`src/rtl/pzcorebus_packer_write_sequencer.sv`:
```
// Queues write-command lengths and sequences data-FIFO beats into per-command bursts; first beat 2 cycles after push.
// Backpressure: o_cmd_ready drops when the length queue is full; beats stall on !i_fifo_valid or !i_mdata_accept.
module pzcorebus_packer_write_sequencer #(
    parameter int LENGTH_WIDTH = 8,
    parameter int MAX_PENDING  = 4
) (
    input  logic                               i_clk,
    input  logic                               i_rst_n,
    input  logic                               i_clear,
    input  logic                               i_cmd_valid,
    input  logic [LENGTH_WIDTH-1:0]            i_cmd_length,
    output logic                               o_cmd_ready,
    input  logic                               i_fifo_valid,
    output logic                               o_fifo_pop,
    output logic                               o_mdata_valid,
    input  logic                               i_mdata_accept,
    output logic                               o_mdata_last,
    output logic [$clog2(MAX_PENDING+2)-1:0]   o_pending,
    output logic                               o_busy
);
    localparam int PTR_W  = $clog2(MAX_PENDING);
    localparam int CNT_W  = $clog2(MAX_PENDING+1);
    localparam int PEND_W = $clog2(MAX_PENDING+2);

    typedef enum logic {IDLE, BURST} state_t;

    state_t                  state_q, state_d;
    logic [LENGTH_WIDTH-1:0] beat_q, beat_d;
    logic [LENGTH_WIDTH-1:0] mem_q [MAX_PENDING];
    logic [PTR_W-1:0]        wr_ptr_q, rd_ptr_q;
    logic [CNT_W-1:0]        count_q, count_d;
    logic                    push, pop, q_empty, xfer;

    function automatic logic [PTR_W-1:0] ptr_inc(input logic [PTR_W-1:0] p);
        return (p == PTR_W'(MAX_PENDING-1)) ? '0 : p + PTR_W'(1);
    endfunction

    assign q_empty     = (count_q == '0);
    assign o_cmd_ready = (count_q != CNT_W'(MAX_PENDING));
    assign push        = i_cmd_valid && o_cmd_ready && !i_clear;
    assign o_pending   = PEND_W'(count_q) + PEND_W'(state_q == BURST);
    assign o_busy      = (state_q == BURST) || !q_empty;

    always_comb begin
        state_d       = state_q;
        beat_d        = beat_q;
        pop           = 1'b0;
        xfer          = 1'b0;
        o_mdata_valid = 1'b0;
        o_fifo_pop    = 1'b0;
        o_mdata_last  = 1'b0;
        case (state_q)
            IDLE: begin
                if (!q_empty) begin
                    pop     = 1'b1;
                    beat_d  = mem_q[rd_ptr_q];
                    state_d = BURST;
                end
            end
            BURST: begin
                xfer          = i_fifo_valid && i_mdata_accept;
                o_mdata_valid = i_fifo_valid;
                o_fifo_pop    = xfer;
                o_mdata_last  = (beat_q == '0);
                if (xfer) begin
                    if (beat_q != '0) begin
                        beat_d = beat_q - LENGTH_WIDTH'(1);
                    end else if (!q_empty) begin
                        // reload on the final beat so back-to-back bursts have no bubble
                        pop    = 1'b1;
                        beat_d = mem_q[rd_ptr_q];
                    end else begin
                        state_d = IDLE;
                    end
                end
            end
            default: state_d = IDLE;
        endcase
        if (i_clear) begin
            state_d       = IDLE;
            beat_d        = '0;
            pop           = 1'b0;
            o_mdata_valid = 1'b0;
            o_fifo_pop    = 1'b0;
            o_mdata_last  = 1'b0;
        end
    end

    always_comb begin
        count_d = count_q;
        if (i_clear) begin
            count_d = '0;
        end else if (push && !pop) begin
            count_d = count_q + CNT_W'(1);
        end else if (!push && pop) begin
            count_d = count_q - CNT_W'(1);
        end
    end

    always_ff @(posedge i_clk or negedge i_rst_n) begin
        if (!i_rst_n) begin
            state_q  <= IDLE;
            beat_q   <= '0;
            count_q  <= '0;
            wr_ptr_q <= '0;
            rd_ptr_q <= '0;
        end else begin
            state_q <= state_d;
            beat_q  <= beat_d;
            count_q <= count_d;
            if (i_clear) begin
                wr_ptr_q <= '0;
                rd_ptr_q <= '0;
            end else begin
                if (push) wr_ptr_q <= ptr_inc(wr_ptr_q);
                if (pop)  rd_ptr_q <= ptr_inc(rd_ptr_q);
            end
        end
    end

    always_ff @(posedge i_clk) begin
        if (push) mem_q[wr_ptr_q] <= i_cmd_length;
    end
endmodule

```
`config.mk`:
```
export PLATFORM = sky130hd
export DESIGN_NAME = pzcorebus_packer_write_sequencer
export DESIGN_NICKNAME = d
export VERILOG_FILES = /design/src/rtl/pzcorebus_packer_write_sequencer.sv
export SDC_FILE = /design/constraint.sdc
export NUM_CORES = 1
export LEC_CHECK = 0
export ABC_AREA = 1
export CAP_MARGIN = 10
export CORE_MARGIN = 2
export CORE_UTILIZATION = 25
export CTS_BUF_LIST = sky130_fd_sc_hd__clkbuf_8
export CTS_CLUSTER_DIAMETER = 100
export CTS_CLUSTER_SIZE = 30
export DETAILED_ROUTE_END_ITERATION = 8
export DONT_BUFFER_PORTS = 1
export SYNTH_ARGS = -nofsm -noshare
export SYNTH_HDL_FRONTEND = slang
export SYNTH_SLANG_ARGS = --single-unit
```
`constraint.sdc`:
```
create_clock -name i_clk -period 2.2 [get_ports i_clk]
set_clock_uncertainty 0.1 [all_clocks]
set_input_delay 0.33 -clock i_clk [delete_from_list [all_inputs] [get_ports i_clk]]
set_output_delay 0.33 -clock i_clk [all_outputs]
set_load 0.01 [all_outputs]
```
# --- Yosys cells after proc, flatten, opt, wreduce, memory -nomap -nowiden ---
# Memories as Yosys holds them, arrays and structs flattened.
# Index checks and enable logic that the tools add are counted.
# W data, S select, Z words.
classes:
  reduce_logical: 16
  n_eq_ne: 4
  bitwise: 1
  shifts: 0
  n_mul: 0
  order_cmp: 0
  mux: 31
  div: 0
  n_addsub: 6
op_table:
  columns: ["operator", "count"]
  rows:
  - ["$mux W8", 4]
  - ["$pmux W8 S2", 1]
  - ["$mux W1", 15]
  - ["$mux W2", 6]
  - ["$mux W3", 3]
  - ["$logic_not A8 Y1", 1]
  - ["$reduce_bool A8 Y1", 1]
  - ["$sub A8 B1 Y8 const B", 1]
  - ["$logic_and A1 B1 Y1", 5]
  - ["$add A2 B1 Y2 const B", 2]
  - ["$eq A2 B2 Y1 const B", 2]
  - ["$logic_not A1 Y1", 4]
  - ["$pmux W1 S2", 2]
  - ["$reduce_bool A2 Y1", 2]
  - ["$add A3 B1 Y3", 1]
  - ["$add A3 B1 Y3 const B", 1]
  - ["$logic_not A3 Y1", 1]
  - ["$ne A3 B2 Y1 const B", 1]
  - ["$ne A3 B3 Y1 const B", 1]
  - ["$reduce_bool A3 Y1", 1]
  - ["$sub A3 B1 Y3 const B", 1]
  - ["$logic_or A1 B1 Y1", 1]
  - ["$not A1 Y1", 1]
totals:
  regBits: 16
  latch_bits: 0
  memories: 1
  input_bits: 14
  mem_bits_ro: 0
  elab_cells: 64
  ram_bits: 32
memory_table:
  columns: ["memory", "depth", "width", "read_ports", "rd_clocked_by_memory_dff", "wr", "line", "rtl"]
  rows:
  - ["mem_q", 4, 8, 1, 0, 1, "29", "logic [LENGTH_WIDTH-1:0] mem_q [MAX_PENDING];"]

# --- Longest topological paths before layout ---
depth:
  word_depth: 10
  depth_mapped: 12

# --- Worst setup path before layout ---
# No wires, ideal clock.
synth_timing:
  path_type: "flip-flop to flip-flop"
  from: "reg beat_q[0]"
  to: "reg count_q[2]"
  stages_incl_launch_ff: 13
  arrival_ps: 1802
  path_buffers: 0
  synth_period_minus_slack_ps: 2019
  setup_slack_ps: 181
  setup_ps: 117
  cell_sequence: "dfrtp_1 > inv_1 > ha_1 > nand2_1 > o21ai_4 > nand3_4 > nand2_4 > inv_1 > fa_1 > inv_1 > nand2_1 > nand3_1 > nand2_1"
synth_via:
  elab_chain_len: 9
  elab_cells_between_ends: 11
  classes_between: "6 x mux; 5 x reduce/logical"
synth_rtl:
  columns: ["item", "line", "rtl"]
  rows:
  - ["start, declared", "28", "logic [LENGTH_WIDTH-1:0] beat_q, beat_d;"]
  - ["start signal, assigned", "109", "beat_q <= beat_d;"]
  - ["$reduce_bool A8 Y1 (*)", "66", "if (beat_q != '0) begin"]
  - ["$mux W1 (*)", "66", null]
  - ["$mux W1 (*)", "65", "if (xfer) begin"]
  - ["$pmux W1 S2 (*)", "52", "case (state_q)"]
  - ["$mux W1 (*)", "79", "if (i_clear) begin"]
  - ["$logic_not A1 Y1", "93", "end else if (push && !pop) begin"]
  - ["$logic_and A1 B1 Y1", "93", null]
  - ["$mux W3", "93", null]
  - ["$mux W3", "91", "if (i_clear) begin"]
  - ["end signal, assigned", "110", "count_q <= count_d;"]
  - ["end, declared", "31", "logic [CNT_W-1:0] count_q, count_d;"]
# Every way passes the cells marked *; elsewhere a longest branch is shown, timed or not.
# A chain may end at the register's enable or synchronous reset.

# --- Worst setup path in the final report ---
layout_timing:
  from: "reg beat_q[1]"
  to: "reg count_q[2]"
# The elaborated chain is that of the path after synthesis.

==> results.md <==
* Number of buffers created by CTS at 5
* Syn_area_per_cell at 9.90 um^2
* Cell row count at 35
* Die area at 10500 um^2
* Final-layout fill cell count at 958
* Layout Nets at 286
* Flops & latches, synth at 48
* Post-Syn Area at 2420 um^2
* Hold_ws at 0.0182 ns
* Initial DRC Count at 122
* Postcts setup bufs at 0
* HPWL Detailed at 3550 um
* Distinct cells, synth at 30
* Post-CTS sizing at 0
* Leak pwr at 0.00111 uW
* Vias at 1718
* CTS Sinks at 48
* Max-Slew Margin vs Limit at 49.6%
* Gr ovfl total at 0
* Post-route antenna net violation count at 0
* # IOs at 22
* Yosys top cell area share at 39.8%
* CP arrival at 2.12 ns
* Measured slew at the worst slew-check pin at 0.754 ns
* Global-route usage over all layers at 10.7%
* Synth area leaders: edfxtp_1 40%, dfrtp_1 17%, o21ai_0 6.6%
* Final setup fails at 0
* Slowest CP cell: dfrtp_1
* Synth warn at 0
* RSZ-0062 raised after global routing: false
* Initial antenna violation count at 0
* Leading area contributor after synthesis: edfxtp_1
* H-tree depth at 2
* IO Port Bufs at 0
* ANT cells at 0
* Share of cells above drive strength 1 at 11.4%
* Share of synthesized area occupied by flip-flops and latches at 56.3%
* Highest clock rate at 497 MHz
* First-pass GRT wire length at 8430 um
* HP Class: in -> reg
* Die X at 102 um
* Starting density of the core at 25.9%
* Setup CP Type: reg -> reg
* RePlAce Congestion at 0.774
* Status: completed
* Vias per cell at 4.38
* DRC at 0
* Worst-path cell chain: inv_1 > ha_1 > nand2_1 > o21ai_4 > nand3_4 > nand2_4 > inv_1 > fa_1 > inv_1 > nand2_1 > nand3_1 > nand2_1
* Core region area at 9330 um^2
* Slew Viols, Final at 0
* CP Data Required Time at 2.31 ns
* Delay of the slowest critical-path stage at 0.40 ns
* Fin Setup TNS at 0 ns
* Tmin final at 2.01 ns
* Max Cap Viol at 0
* Vias in the first global route at 1708
* Root Buffer: clkbuf_8
* Net Count, Synth at 268
* Cell family contributing the most delay on the critical path: adder cells
* Final critical-path share of the clock period at 91.5%
* Maximum number of pins on one net before global-route repair at 19
* Startpoint type of the worst setup path: flip-flop
* Die height at 102 um
* Mapped Cells at 244
* Wire per inst at 12.9 um
* Area delta synth->final at 15.2%
* CTS tree: built
* Clk_lat worst skew at 0.31 ns
* Critical-path maximum fanout at 5
* Power Density at 1090 nW/um^2
* Worst setup EP type: flip-flop
* Max IR drop VDD at 0.400 mV
* Final Hold Vio Count at 0
* Buf+Inv Stages, Crit Path at 3
* Clock Tree Buf Depth at 2
* Clock Pin Slew Worst Setup and Hold Paths at 0.09 ns
* Initial DRT Pass Iterations at 4
* Final WL at 5050 um
-- logic make-up after synthesis --
family                     after synthesis  synth area share [%]
AOI/OAI and AO/OA                       56                  14.0
xor gates and xnor gates                 4                  1.45
adders and majority gates               10                  5.49
buffers and inverters                   33                  5.49
DFF                                     48                  56.3
and+or+nand+nor                         93                  17.2
-- through the flow --
step | util (%) | setup slack, ns | total power (uW) | instances | area [um^2]
2_1_floorplan | - | 0.181 | 2220 | 244 | 2420
3_3_place_gp | 28.1 | 0.248 | 2500 | 376 | 2620
3_5_place_dp | 28.1 | 0.162 | 2520 | 376 | 2620
4_1_cts | 29.1 | 0.146 | 3060 | 385 | 2710
5_1_grt | 29.8 | 0.0216 | 3340 | 392 | 2780
6_report | 29.8 | 0.187 | 3040 | 392 | 2780
-- layout make-up --
class                      instances  area [um^2]  share of cell area [%]
multi-input combinational        163          922                    33.1
inverter                          26         97.6                    3.51
clock inverter                     3         16.3                   0.585
tap                              129          161                    5.80
timing repair buffer              18          155                    5.58
sequential                        48         1360                    48.9
clock buffer                       5         68.8                    2.47
-- cells in the mapped netlist --
library cell,instances
a21oi_1,5
a21oi_2,1
a31o_2,1
a31oi_1,1
buf_2,4
buf_4,1
clkbuf_1,2
dfrtp_1,16
edfxtp_1,32
fa_1,1
ha_1,9
inv_1,26
nand2_1,37
nand2_2,4
nand2_4,1
nand3_1,11
nand3_4,1
nand4_1,2
nor2_1,32
nor2_2,2
nor2_4,1
nor3_1,1
nor4_1,1
o211ai_1,9
o21ai_0,32
o21ai_4,1
o221ai_1,1
o22ai_1,4
o22ai_2,1
xor2_1,4
-- flip-flops by register name, indices dropped and copies added (netlist names) --
signal    flops
mem_q        32
beat_q        8
count_q       3
rd_ptr_q      2
wr_ptr_q      2
state_q       1
-- power breakdown --
group          internal (uW)  switching [uW]  total [uW]
Combinational            484             819        1300
Sequential              1090             125        1220
Clock                    218             298         516
Total                   1800            1240        3040
-- final timing paths --
path / from / endpoint / slack (ns) / cells past startpoint
min in group asynchronous: i_rst_n / beat_q[7] / 0.42 / 1
hold reg to reg: beat_q[7] / beat_q[7] / 0.48 / 2
hold / removal: i_cmd_length[4] / mem_q[3][4] / 0.02 / 0
setup / recovery: beat_q[1] / count_q[2] / 0.19 / 12
max in group asynchronous: i_rst_n / beat_q[4] / 1.10 / 1
setup reg to reg: beat_q[1] / count_q[2] / 0.19 / 12
-- cells in the final DEF (no fill, tap or decap), types with 2 or more instances in the layout --
cell type      netlist  layout
a21oi_1              5       5
buf_4                1      10
clkbuf_8             0       5
dfrtp_1             16      16
dlygate4sd3_1        0       8
edfxtp_1            32      32
ha_1                 9       9
inv_1               26      27
nand2_1             37      37
nand2_2              4       4
nand3_1             11      11
nand4_1              2       2
nor2_1              32      32
nor2_2               2       2
o211ai_1             9       9
o21ai_0             32      32
o22ai_1              4       4
xor2_1               4       4
-- routing by layer --
layer	vias up	GRT usage, %	part of all wire [%]
met3	6	3.97	5.2
met4	0	3.69	1.5
met5	-	0	0
li1	868	-	-
met2	29	17.4	46
met1	815	13.1	48
-- timing repair --
| item | CTS | global route |
|---|---|---|
| hold buffers | 1 | 7 |
| setup endpoints to repair | 0 | 1 |
| hold endpoints to repair | 16 | 26 |
(Power assumes the default switching activity.)
==> patch (config.mk and constraints unchanged) <==
`LENGTH_WIDTH`: 8 -> 4.
--- a/src/rtl/pzcorebus_packer_write_sequencer.sv
+++ b/src/rtl/pzcorebus_packer_write_sequencer.sv
@@ -2,5 +2,5 @@
 // Backpressure: o_cmd_ready drops when the length queue is full; beats stall on !i_fifo_valid or !i_mdata_accept.
 module pzcorebus_packer_write_sequencer #(
-    parameter int LENGTH_WIDTH = 8,
+    parameter int LENGTH_WIDTH = 4,
     parameter int MAX_PENDING  = 4
 ) (
Interface: changed (resized i_cmd_length); port bits go from 22 to 18. No check against the original RTL was run, so the function may have changed too.
==> patch against the original RTL <==
  * Total power fell by 30%
  * Via count down 33%
  * Synthesized cell count fell by 30%
  * Final area fell by 35%
  * Setup slack worse by 16 ps
  * Routed wire length down 41%
  * Sequential cell count down 20
  * Core utilization is 0.43 points higher
  * Area after synthesis down 35%
  * Critical path type unchanged
  * Critical endpoint unchanged
  * Largest cell class unchanged
==> patch: results <==
global_route:
  grt_util_met2: 0.139
  global_route_wire_length_before_repair_um: 4990
  globalRouteMet1Util: 0.108
  global_route.usage.total: 0.0896
  via_count_of_the_first_global_routing_pass: 1116
  maximum_number_of_pins_on_one_net_before_global_route_repair: 17
  antenna_found_initial: 0
  gr-usage-met3: 0.0408
detailed_routing:
  drt_first_iter_violations: 41
  route.final.wire_length_um: 2980
  first_pass_iters: 4
  drt-vias-per-instance: 4.45
setup_path:
  critPathMaxStageDelay_ps: 430
  critPathSlowestCell: "sky130_fd_sc_hd__dfrtp_1"
  worst_path_dominant_cell_family: "simple AND/OR/NAND/NOR gates"
  crit_fanout: 5
  cp.arrival_ps: 2110
yosys:
  synth_compound_gate_area_share: 0.0708
  synth_top_flop_cell: "sky130_fd_sc_hd__edfxtp_1"
  ys_warn_count: 0
  synthXorXnorAreaFrac: 0.0167
  synth_mux_area_frac: 0
  ys_seq_area_frac: 0.496
  post_synth_fa_ha_maj_area_fraction: 0.0764
  async_flop_share: 0.429
  syn_nets: 191
  ys_top_cells_by_count: "40 x sky130_fd_sc_hd__nand2_1, 22 x sky130_fd_sc_hd__inv_1, 19 x sky130_fd_sc_hd__nor2_1"
  ys_top_cells_by_area: "sky130_fd_sc_hd__edfxtp_1 31%, sky130_fd_sc_hd__dfrtp_1 19%, sky130_fd_sc_hd__nand2_1 9.5%, sky130_fd_sc_hd__ha_1 6.4%, sky130_fd_sc_hd__inv_1 5.3%"
  post_synth_edffs: 16
  yosysUniqueCellTypes: 27
final_layout:
  biggestRegsByFlops: "mem_q x16, beat_q x4, count_q x3"
  nets: 202
  drive_above_1_share: 0.181
  insertedDiodeCount: 0
  num-fill-cells: 615
min_path:
  min-delay-path-class: "primary input to flop"
placement:
  post-dp-hpwl_um: 2170
  placer_congestion: 0.785
  portBuffers: 0
clock_tree:
  cts-htree-levels: 1
  path_clk_slew_ps: 100
  clk_path_buf_depth: 2
  cts-root-buf: "sky130_fd_sc_hd__clkbuf_8"
  clkLatencyLatePin_ps: 280
  number_of_clock_buffers_inserted_by_tritoncts: 3
power:
  peakVddDrop_mv: 0.408
  leakage_nw: 0.790
sta:
  max_slew.worst_pin.slew_ps: 573
status:
  run_status: "completed"
-- patch: metrics by stage --
stage / setup TNS [ps] / power [mW] / setup WS [ps] / cell area [µm²] / cells
after floorplan: 0 / 1.44 / 169 / 1570 / 172
after global placement: 0 / 1.61 / 101 / 1660 / 246
after detailed placement: 0 / 1.61 / 81.9 / 1660 / 246
after CTS: 0 / 2.02 / 66.1 / 1740 / 251
after global routing: -16.7 / 2.32 / -16.7 / 1810 / 257
final: 0 / 2.13 / 171 / 1810 / 257
-- patch: layout make-up --
cell class,count,area share
Clock inverter,1,0.0166
Tap cell,75,0.0518
Sequential cell,28,0.431
Inverter,23,0.0476
Multi-Input combinational cell,119,0.395
Timing Repair Buffer,8,0.0345
Clock buffer,3,0.0228
-- patch: worst paths after layout --
kind / from / endpoint / slack (ps) / cells past startpoint
setup / recovery: beat_q[1]$_DFFE_PN0P_ / count_q[2]$_DFFE_PN0P_ / 170 / 14
hold / removal: i_cmd_length[3] / mem_q[3][3]$_DFFE_PP_ / 50 / 0
setup reg to reg: beat_q[1]$_DFFE_PN0P_ / count_q[2]$_DFFE_PN0P_ / 170 / 14
hold reg to reg: beat_q[0]$_DFFE_PN0P_ / beat_q[0]$_DFFE_PN0P_ / 460 / 2
max in group asynchronous: i_rst_n / count_q[0]$_DFFE_PN0P_ / 1220 / 1
min in group asynchronous: i_rst_n / count_q[2]$_DFFE_PN0P_ / 380 / 1
-- patch: kinds of logic after synthesis --
family | after synthesis
compound gates | 21
xor+xnor | 3
fa+ha+maj | 9
buf+inv | 25
flops | 28
simple gates | 86
-- patch: power by group --
| group | internal (mW) | total, mW | leakage, nW | switching [mW] |
|---|---|---|---|---|
| Sequential | 0.645 | 0.773 | 0.302 | 0.128 |
| Combinational | 0.383 | 0.962 | 0.452 | 0.579 |
| Clock | 0.244 | 0.397 | 0.0357 | 0.154 |
| Total | 1.27 | 2.13 | 0.790 | 0.861 |
-- patch: routing by layer --
metal | up-vias | share of wire
met2 | 27 | 0.46
met1 | 531 | 0.46
met5 | - | 0
met3 | 4 | 0.070
li1 | 581 | -
met4 | 0 | 0.012
-- patch: timing repair --
action | CTS | global route
setup buffers | 0 | 6
endpoints found under the hold margin | 12 | 0
gates resized for setup | 0 | 9
setup endpoints to repair | 0 | 1
hold buffers | 1 | 0
